File: src/rtl/bythoven_pkg.sv
// Shared definitions for the Bythoven CPU front end: sizes, fetch states,
// decode field positions and the pc legality rule.
package bythoven_pkg;

  localparam int unsigned INS_BYTES = 4;
  localparam int unsigned MEM_BYTES = 1024;
  localparam int unsigned PC_W      = 64;
  localparam int unsigned INS_W     = 32;

  // Note-class field of an instruction word, consumed by decode.
  localparam int unsigned NOTE_CLASS_MSB = 30;
  localparam int unsigned NOTE_CLASS_LSB = 23;

  typedef enum logic [1:0] {
    ST_FETCH = 2'd0,
    ST_HOLD  = 2'd1,
    ST_FAULT = 2'd2
  } fetch_state_e;

  // A pc is fetchable when word aligned and inside the instruction memory.
  function automatic logic pc_legal(input logic [PC_W-1:0] pc, input int unsigned aw);
    return (pc[1:0] == 2'b00) && ((pc >> aw) == '0);
  endfunction

endpackage

File: src/rtl/ins_byte_assembler.sv
// Collects four memory bytes, most significant first, into one instruction
// word. done_o flags the cycle whose edge captures the final byte.
module ins_byte_assembler
  import bythoven_pkg::*;
(
  input  logic             clk,
  input  logic             rst_n,
  input  logic             capture_i,
  input  logic             clear_i,
  input  logic [7:0]       rdata_i,
  output logic [1:0]       cnt_o,
  output logic [INS_W-1:0] word_o,
  output logic             done_o
);

  logic [1:0]  cnt_q;
  logic [23:0] shift_q;

  // NOTE: sequential state uses non-blocking assignments so every register
  // samples the values present before the edge.
  always_ff @(posedge clk or negedge rst_n) begin
    if (!rst_n) begin
      cnt_q   <= 2'd0;
      shift_q <= 24'd0;
    end else if (clear_i) begin
      cnt_q   <= 2'd0;
      shift_q <= 24'd0;
    end else if (capture_i) begin
      cnt_q   <= cnt_q + 2'd1;
      shift_q <= {shift_q[15:0], rdata_i};
    end
  end

  assign cnt_o  = cnt_q;
  assign word_o = {shift_q, rdata_i};
  assign done_o = capture_i && !clear_i && (cnt_q == 2'd3);

endmodule

File: src/rtl/ins_fetch.sv
// Instruction fetch stage: walks pc through byte-wide instruction memory,
// hands assembled words to decode over valid/ready, handles redirects/faults.
module ins_fetch #(
  parameter logic [63:0] RESET_PC  = 64'h0,
  parameter int unsigned MEM_AW    = 10,
  parameter int unsigned INS_BYTES = 4
) (
  input  logic              clkOut,
  input  logic              rstN,
  output logic [MEM_AW-1:0] raddr,
  input  logic [7:0]        rdata,
  input  logic              redirectValid,
  input  logic [63:0]       redirectPc,
  output logic              insValid,
  input  logic              insReady,
  output logic [31:0]       curIns,
  output logic [63:0]       insPc,
  output logic              fetchFault
);

  import bythoven_pkg::*;

  localparam fetch_state_e RESET_STATE = pc_legal(RESET_PC, MEM_AW) ? ST_FETCH : ST_FAULT;

  fetch_state_e state_q, state_d;
  logic [63:0]  pc_q, pc_d;
  logic [63:0]  ins_pc_q, ins_pc_d;
  logic [31:0]  cur_ins_q, cur_ins_d;
  logic [63:0]  pc_inc;
  logic         capture;
  logic         asm_done;
  logic [1:0]   byte_cnt;
  logic [31:0]  asm_word;

  assign pc_inc = pc_q + 64'(INS_BYTES);

  ins_byte_assembler u_asm (
    .clk       (clkOut),
    .rst_n     (rstN),
    .capture_i (capture),
    .clear_i   (redirectValid),
    .rdata_i   (rdata),
    .cnt_o     (byte_cnt),
    .word_o    (asm_word),
    .done_o    (asm_done)
  );

  // NOTE: every signal driven here gets a default first, so no path leaves
  // one unassigned and no latch is inferred.
  always_comb begin
    state_d   = state_q;
    pc_d      = pc_q;
    ins_pc_d  = ins_pc_q;
    cur_ins_d = cur_ins_q;
    capture   = 1'b0;
    raddr     = '0;

    case (state_q)
      ST_FETCH: begin
        raddr   = pc_q[MEM_AW-1:0] + MEM_AW'(byte_cnt);
        capture = 1'b1;
        if (asm_done) begin
          state_d   = ST_HOLD;
          cur_ins_d = asm_word;
          ins_pc_d  = pc_q;
        end
      end
      ST_HOLD: begin
        raddr = pc_q[MEM_AW-1:0] + MEM_AW'(INS_BYTES - 1);
        if (insReady) begin
          pc_d    = pc_inc;
          state_d = pc_legal(pc_inc, MEM_AW) ? ST_FETCH : ST_FAULT;
        end
      end
      default: begin
        state_d = ST_FAULT;
      end
    endcase

    // A redirect overrides everything, including a word accepted this cycle.
    if (redirectValid) begin
      pc_d      = redirectPc;
      state_d   = pc_legal(redirectPc, MEM_AW) ? ST_FETCH : ST_FAULT;
      capture   = 1'b0;
      cur_ins_d = cur_ins_q;
      ins_pc_d  = ins_pc_q;
    end
  end

  always_ff @(posedge clkOut or negedge rstN) begin
    if (!rstN) begin
      state_q   <= RESET_STATE;
      pc_q      <= RESET_PC;
      ins_pc_q  <= RESET_PC;
      cur_ins_q <= 32'd0;
    end else begin
      state_q   <= state_d;
      pc_q      <= pc_d;
      ins_pc_q  <= ins_pc_d;
      cur_ins_q <= cur_ins_d;
    end
  end

  assign insValid   = (state_q == ST_HOLD);
  assign fetchFault = (state_q == ST_FAULT);
  assign curIns     = cur_ins_q;
  assign insPc      = ins_pc_q;

endmodule

File: config.mk
export PLATFORM = sky130hd
export DESIGN_NAME = ins_fetch
export DESIGN_NICKNAME = d
export VERILOG_FILES = /design/src/rtl/bythoven_pkg.sv /design/src/rtl/ins_byte_assembler.sv /design/src/rtl/ins_fetch.sv
export SDC_FILE = /design/constraint.sdc
export NUM_CORES = 1
export LEC_CHECK = 0
export BUFFER_PORTS_ARGS = -buffer_cell sky130_fd_sc_hd__buf_2
export CAP_MARGIN = 10
export CELL_PAD_IN_SITES_DETAIL_PLACEMENT = 0
export CELL_PAD_IN_SITES_GLOBAL_PLACEMENT = 1
export CORE_ASPECT_RATIO = 1.4
export CORE_MARGIN = 4
export CORE_UTILIZATION = 35
export DETAILED_ROUTE_END_ITERATION = 12
export PLACE_DENSITY_LB_ADDON = 0.1
export SYNTH_ARGS = -nofsm -noshare
export SYNTH_HDL_FRONTEND = slang
export SYNTH_SLANG_ARGS = --single-unit
File: constraint.sdc
create_clock -name clkOut -period 6.85 [get_ports clkOut]
set_input_delay 0.3425 -clock clkOut [delete_from_list [all_inputs] [get_ports clkOut]]
set_output_delay 0.3425 -clock clkOut [all_outputs]
set_load 0.01 [all_outputs]
==> results of run 1 <==
==> registers in the layout (all words and copies together) (netlist names) <==
name	cells
u_asm.cnt_o	2
curIns	32
pc_q	64
state_q	2
insPc	64
u_asm.shift_q	24
==> Yosys cell counts, drive strengths merged (9+ instances only) <==
cell type  instances  area share, %
dfrtp            188             47
nand2            113            4.3
mux2              98             11
o21ai             71            3.6
nor2              64            2.4
xnor2             56            4.9
clkbuf            50            1.9
nand4             48            3.1
nor3              38            2.0
nand3             36            2.0
nor4              32            2.3
xor2              32            2.8
buf               30            1.7
a22o              25            2.2
inv               12           0.45
a21oi             11           0.55
or3                9           0.67
==> logic make-up (layout without fill, tap and decap cells) <==
family,after synthesis,after routing,share of synthesized area (%)
other,0,1,0
buffers and inverters,92,236,4.01
flip-flops,188,188,47.2
AO/OA/AOI/OAI,135,135,8.73
multiplexers,101,101,11.4
adder cells (fa/ha/maj),5,5,0.704
XOR/XNOR,88,88,7.74
AND/OR/NAND/NOR,387,387,20.2
==> layer usage <==
| metal | GRT usage, % | up-vias |
|---|---|---|
| met5 | 0 | - |
| met4 | 8.53 | 10 |
| met3 | 5.18 | 62 |
| met2 | 35.4 | 237 |
| met1 | 27.5 | 3965 |
| li1 | - | 3797 |
==> per-stage QoR <==
step / cell area (sq um) / total power, W
2_1_floorplan: 9960 / 0.00134
3_3_place_gp: 11100 / 0.00144
3_5_place_dp: 11100 / 0.00144
4_1_cts: 11600 / 0.00246
5_1_grt: 11700 / 0.00253
6_report: 11700 / 0.00242
==> layout by cell type (no fill, tap or decap), drive strengths merged, types with 3 or more instances in the layout <==
| cell type | n |
|---|---|
| inv | 16 |
| a22o | 25 |
| or4 | 6 |
| nor3 | 38 |
| a31oi | 3 |
| buf | 191 |
| mux2i | 3 |
| nand4 | 48 |
| a2111oi | 3 |
| nor2 | 64 |
| ha | 4 |
| and3 | 8 |
| a211oi | 3 |
| xnor2 | 56 |
| nor2b | 8 |
| nand2 | 113 |
| a211o | 3 |
| or3 | 9 |
| o21a | 3 |
| and4 | 8 |
| clkbuf | 19 |
| or2 | 4 |
| nor4 | 32 |
| dfrtp | 188 |
| and2 | 6 |
| nand3 | 36 |
| xor2 | 32 |
| clkinv | 5 |
| a21oi | 11 |
| o21ai | 71 |
| mux2 | 98 |
==> final cells by class <==
class                   count  area share, %
clock buffers              18           3.68
flip-flops and latches    188           40.4
clock inverters            13           1.21
repair buffers            193           8.62
diodes                      1         0.0215
well taps                 370           3.97
multi-input cells         716           41.7
inverters                  12          0.387
==> where the power goes <==
group	switching (W)	total, W	internal (W)
clock network	0.000461	0.00100	0.000540
registers	0.0000914	0.00123	0.00114
logic	0.000109	0.000187	0.0000787
total	0.000661	0.00242	0.00176
==> path summary, 6_finish.rpt <==
path | slack (ns) | cells past startpoint | to | start
max in group asynchronous | 5.10 | 3 | insPc[5] | rstN
worst max register to register | 3.04 | 9 | state_q[1] | pc_q[2]
worst min register to register | 0.50 | 1 | u_asm.shift_q[17] | u_asm.shift_q[17]
worst max-delay path | 3.04 | 9 | state_q[1] | pc_q[2]
worst min-delay path | 0.11 | 3 | pc_q[2] | redirectPc[2]
min in group asynchronous | 0.48 | 2 | insPc[45] | rstN
==> timing repair <==
item                      CTS  global route
hold buffers                1             0
hold endpoints to repair   72             0
gates resized for setup     0             0
==> worst register-to-register path, stage by stage (launching register included) <==
cell       delay, ns
dfrtp_1         0.50
ha_1            0.24
nand3_1         0.31
or4_1           0.73
nor4_1          0.40
xor2_1          0.13
a2111oi_0       0.39
nand4_1         0.15
or4_1           0.56
o31a_1          0.30
==> results.ini, run 1 <==
[outcome]
status=finished clean

[power_and_ir_drop]
p_per_area_nw_per_um2=208
leakagePower_nw=5.22
ir_worst_vdd_mv=0.170

[timing]
worst_slew_pin_slew_ns=0.860
grt_setup_unrepaired=false
fin_crit_sh_pct=55.6
setup_violations=0
min_period_ns=3.81
setup_ws_ns=3.04
skew_ns=0.0157
drv_slew=0
finalHoldViolCount=0
max_clock_freq_mhz=263
slew_headroom_pct=42.6
tns_ns=0
fin_hold_ws_ns=0.110

[floorplanning]
dieArea_sq_um=31300
die_x_microns=151
row_count=72
num_io_pins=184
die_y_microns=208
core_sq_um=27800
initial_utilization_pct=35.8

[final_layout]
multi_input_area_sq_um=4860
fin_cells=1511
fin_nets=1209
regArea_sq_um=4700
postLayoutCoreUtil_pct=41.9
drive_gt1_share_pct=30.0
synthToLayoutAreaGrowth_pct=17.0
fillers=2812

[cts]
worstSkewPairLatency_ns=0.45
clk_path_buf_depth=2
cts_tree=yes
cts_root_buf=clkbuf_16
cts_sinks=188
htreeDepth=4
post_cts_buffers=0
numCtsBuffers=17
clk_pin_slew_worst_paths_ns=0.08

[critical_path]
worstPathArrival_ns=4.15
worstPathRequired_ns=7.19
path_common_cell=or4_1
crit_buf_inv=0
crit_family=simple AND/OR/NAND/NOR gates
worstSetupPathType=reg -> reg
cp_cell_sequence=ha_1 > nand3_1 > or4_1 > nor4_1 > xor2_1 > a2111oi_0 > nand4_1 > or4_1 > o31a_1
start_kind=flop
cp-end-kind=flop
slowest_delay_ns=0.73
critPathSlowestCell=or4_1
worstPathMaxFanout=10

[synthesis]
ys_seq_area_share_pct=47.2
synth_nets=1077
synth_cells=996
yosys_register_bits=188
synth_edf_count=0
ys_async_sr_fraction_pct=100
synthFlopType=dfrtp_1
synthesis.area_sq_um=9960
syn_avg_cell_area_sq_um=10.0
yosysUniqueCellTypes=59
synth_warnings=0

[drt]
drt-initial-drc-count=439
vias=8071
dr_wl_met3_mm=1.86
viasPerCell=5.34
drt-met1-wl_mm=13.8
routedWlPerCell_microns=21.9
wl_met2_mm=16.2
drtPass1Iterations=5
drc_errors=0
wl_mm=33.1
antenna_left=0
maxUsedRoutingLayer=met5

[global_routing]
grt.overflow.total=0
grt_max_degree=75
grt_usage_pct=21.7
grt_pass1_wl_mm=51.7
antenna_found_initial=6
grt_pass1_vias=8449

[placement]
post-place-ws_ns=3.02
place.gp.congestion=0.889
dpl.hpwl_mm=24.9
port_buffers=183
dp.cells=1478

[job]
drv_cap=0

[hold_path]
hold_class=in -> reg

Power figures use the tool's default switching activity.
==> run 2, diff against run 1 <==
==> constraint.sdc (replaced) <==
create_clock -name clkOut -period 3.2 [get_ports clkOut]
set_input_delay 0.16 -clock clkOut [delete_from_list [all_inputs] [get_ports clkOut]]
set_output_delay 0.16 -clock clkOut [all_outputs]
set_load 0.01 [all_outputs]
==> results.ini, run 2 (synthesized netlist as in run 1, its figures left out) <==
[critical_path]
r2r_start=pc_q[51]  ; was pc_q[2]
worstRegToRegCells=7  ; was 9
worstPathArrival_ns=3.39  ; was 4.15 ns
start_kind=flop  ; unchanged
worstPathMaxFanout=5  ; was 10
rr_endpoint=state_q[1]  ; unchanged
worstSetupPathType=reg -> reg  ; unchanged
worstPathRequired_ns=3.54  ; was 7.19 ns
crit_start=pc_q[51]  ; was pc_q[2]
cp-end-kind=flop  ; unchanged
regToRegSetupSlack_ns=0.15  ; was 3.04 ns

[timing]
setup_violations=0  ; unchanged
drv_slew=0  ; unchanged
skew_ns=0.0125  ; was 0.0157 ns
slew_headroom_pct=48.4  ; was 42.6%
setup_ws_ns=0.146  ; was 3.04 ns
max_clock_freq_mhz=327  ; was 263 MHz
finalHoldViolCount=0  ; unchanged
fin_hold_ws_ns=0.0318  ; was 0.110 ns
fin_crit_sh_pct=95.4  ; was 55.6%
min_period_ns=3.05  ; was 3.81 ns
grt_setup_unrepaired=false  ; unchanged
worst_slew_pin_slew_ns=0.767  ; was 0.860 ns

[cts]
clk_path_buf_depth=2  ; unchanged
cts_root_buf=clkbuf_16  ; unchanged
numCtsBuffers=17  ; unchanged
cts_sinks=188  ; unchanged
htreeDepth=4  ; unchanged
cts_tree=yes  ; unchanged
worstSkewPairLatency_ns=0.45  ; about the same
clk_pin_slew_worst_paths_ns=0.08  ; about the same

[placement]
dp.cells=1585  ; was 1478
dpl.hpwl_mm=26.5  ; was 24.9 mm
port_buffers=183  ; unchanged
post-place-ws_ns=-0.114  ; was 3.02 ns
place.gp.congestion=0.923  ; was 0.889

[outcome]
status=finished clean  ; unchanged

[hold_path]
whs_endpoint=pc_q[12]  ; was pc_q[2]
whs_path_depth=3  ; unchanged
min_from=redirectPc[12]  ; was redirectPc[2]
hold_class=in -> reg  ; unchanged

[floorplanning]
core_sq_um=27800  ; unchanged
die_y_microns=208  ; unchanged
dieArea_sq_um=31300  ; unchanged
num_io_pins=184  ; unchanged
row_count=72  ; unchanged
initial_utilization_pct=35.8  ; unchanged
die_x_microns=151  ; unchanged

[global_routing]
grt_pass1_wl_mm=54.2  ; was 51.7 mm
grt_max_degree=82  ; was 75
grt_pass1_vias=9309  ; was 8449
grt.overflow.total=0  ; unchanged
antenna_found_initial=2  ; was 6
grt_usage_pct=22.5  ; was 21.7%

[final_layout]
fin_cells=1688  ; was 1511
fin_nets=1386  ; was 1209
n_antenna_cell=0  ; was 1
final_cell_mix=dfrtp_1, buf_2, buf_4  ; was dfrtp_1, buf_2, nand2_1
drive_gt1_share_pct=34.8  ; was 30.0%
postLayoutCoreUtil_pct=47.6  ; was 41.9%
synthToLayoutAreaGrowth_pct=33.1  ; was 17.0%
layout_commonest_cell=dfrtp_1  ; unchanged

[power_and_ir_drop]
power.share.clock_pct=40.2  ; was 41.3%
ir_worst_vdd_mv=0.363  ; was 0.170 mV
p_int_w=0.00389  ; was 0.00176 W
p_sw_share_pct=28.3  ; was 27.3%
p_switching_w=0.00153  ; was 0.000661 W
power_frac_seq_pct=46.8  ; was 51.0%
p_per_area_nw_per_um2=409  ; was 208 nW/um^2
leakagePower_nw=6.07  ; was 5.22 nW
comb_power_share_pct=13.0  ; was 7.7%

[drt]
drtPass1Iterations=6  ; was 5
wl_mm=34.6  ; was 33.1 mm
routedWlPerCell_microns=20.5  ; was 21.9 microns
viasPerCell=5.24  ; was 5.34
drt-initial-drc-count=487  ; was 439
antenna_left=0  ; unchanged
vias=8851  ; was 8071
drc_errors=0  ; unchanged

[job]
drv_cap=0  ; unchanged

[run 2: cell types whose count changed in the layout (fill, tap and decap cells not counted), sizes merged]
cell / before / now
buf: 191 / 299
dlygate4sd3: 1 / 70
inv: 16 / 18
bufinv: 2 / 1
clkinv: 5 / 4
clkinvlp: 2 / 3
diode: 1 / 0
[run 2: how the worst max path moves through the flow]
stage	to	cells after the start
4_1_cts	state_q[1]	9
2_1_floorplan	state_q[1]	9
6_report	state_q[1]	7
3_5_place_dp	state_q[1]	9
3_3_place_gp	state_q[1]	9
5_1_grt	state_q[1]	11
[run 2: power by group through the flow]
stage          Clock, W  Combinational, W  Sequential, W
4_1_cts         0.00225          0.000711        0.00254
3_3_place_gp          0          0.000642        0.00258
2_1_floorplan         0          0.000336        0.00254
6_report        0.00218          0.000705        0.00254
5_1_grt         0.00234          0.000776        0.00255
3_5_place_dp          0          0.000640        0.00258
[run 2: metal layers]
metal  GRT usage (%)  part of all wire, %
met1            29.3                   43
met2            37.2                   49
met3            3.91                  5.3
met4            8.65                  3.1
met5               0                0.061
[run 2: worst max-delay path, stage by stage, from the launching register on]
cell	delay [ns]
dfrtp_1	0.51
nand3_2	0.16
or3_4	0.38
or4_4	0.58
a2111oi_4	0.36
nand4_1	0.11
or4_1	0.54
o31a_1	0.30
[run 2: cell type report]
cell class	count	area (sq um)
fillers	2711	14600
multi-input cells	716	4920
flip-flops and latches	188	4700
repair buffers	370	2530
well taps	370	463
clock buffers	18	439
clock inverters	14	156
inverters	12	45.0
[run 2: metrics by stage]
| step | instance area (sq um) | total power (W) | setup TNS (ns) |
|---|---|---|---|
| 3_3_place_gp | 11900 | 0.00322 | -0.0328 |
| 5_1_grt | 13300 | 0.00566 | 0 |
| 3_5_place_dp | 11900 | 0.00322 | -0.114 |
| 4_1_cts | 13200 | 0.00549 | 0 |
| 2_1_floorplan | 9960 | 0.00288 | 0 |
| 6_report | 13300 | 0.00542 | 0 |
[run 2: repair_timing]
| action | 4_1_cts | 5_1_grt |
|---|---|---|
| hold buffers | 70 | 0 |
| setup endpoints to repair | 1 | 2 |
| pin swaps | 1 | 0 |
| resized for setup | 3 | 9 |
| buffers inserted | 1 | 0 |
| endpoints found under the hold margin | 155 | 0 |
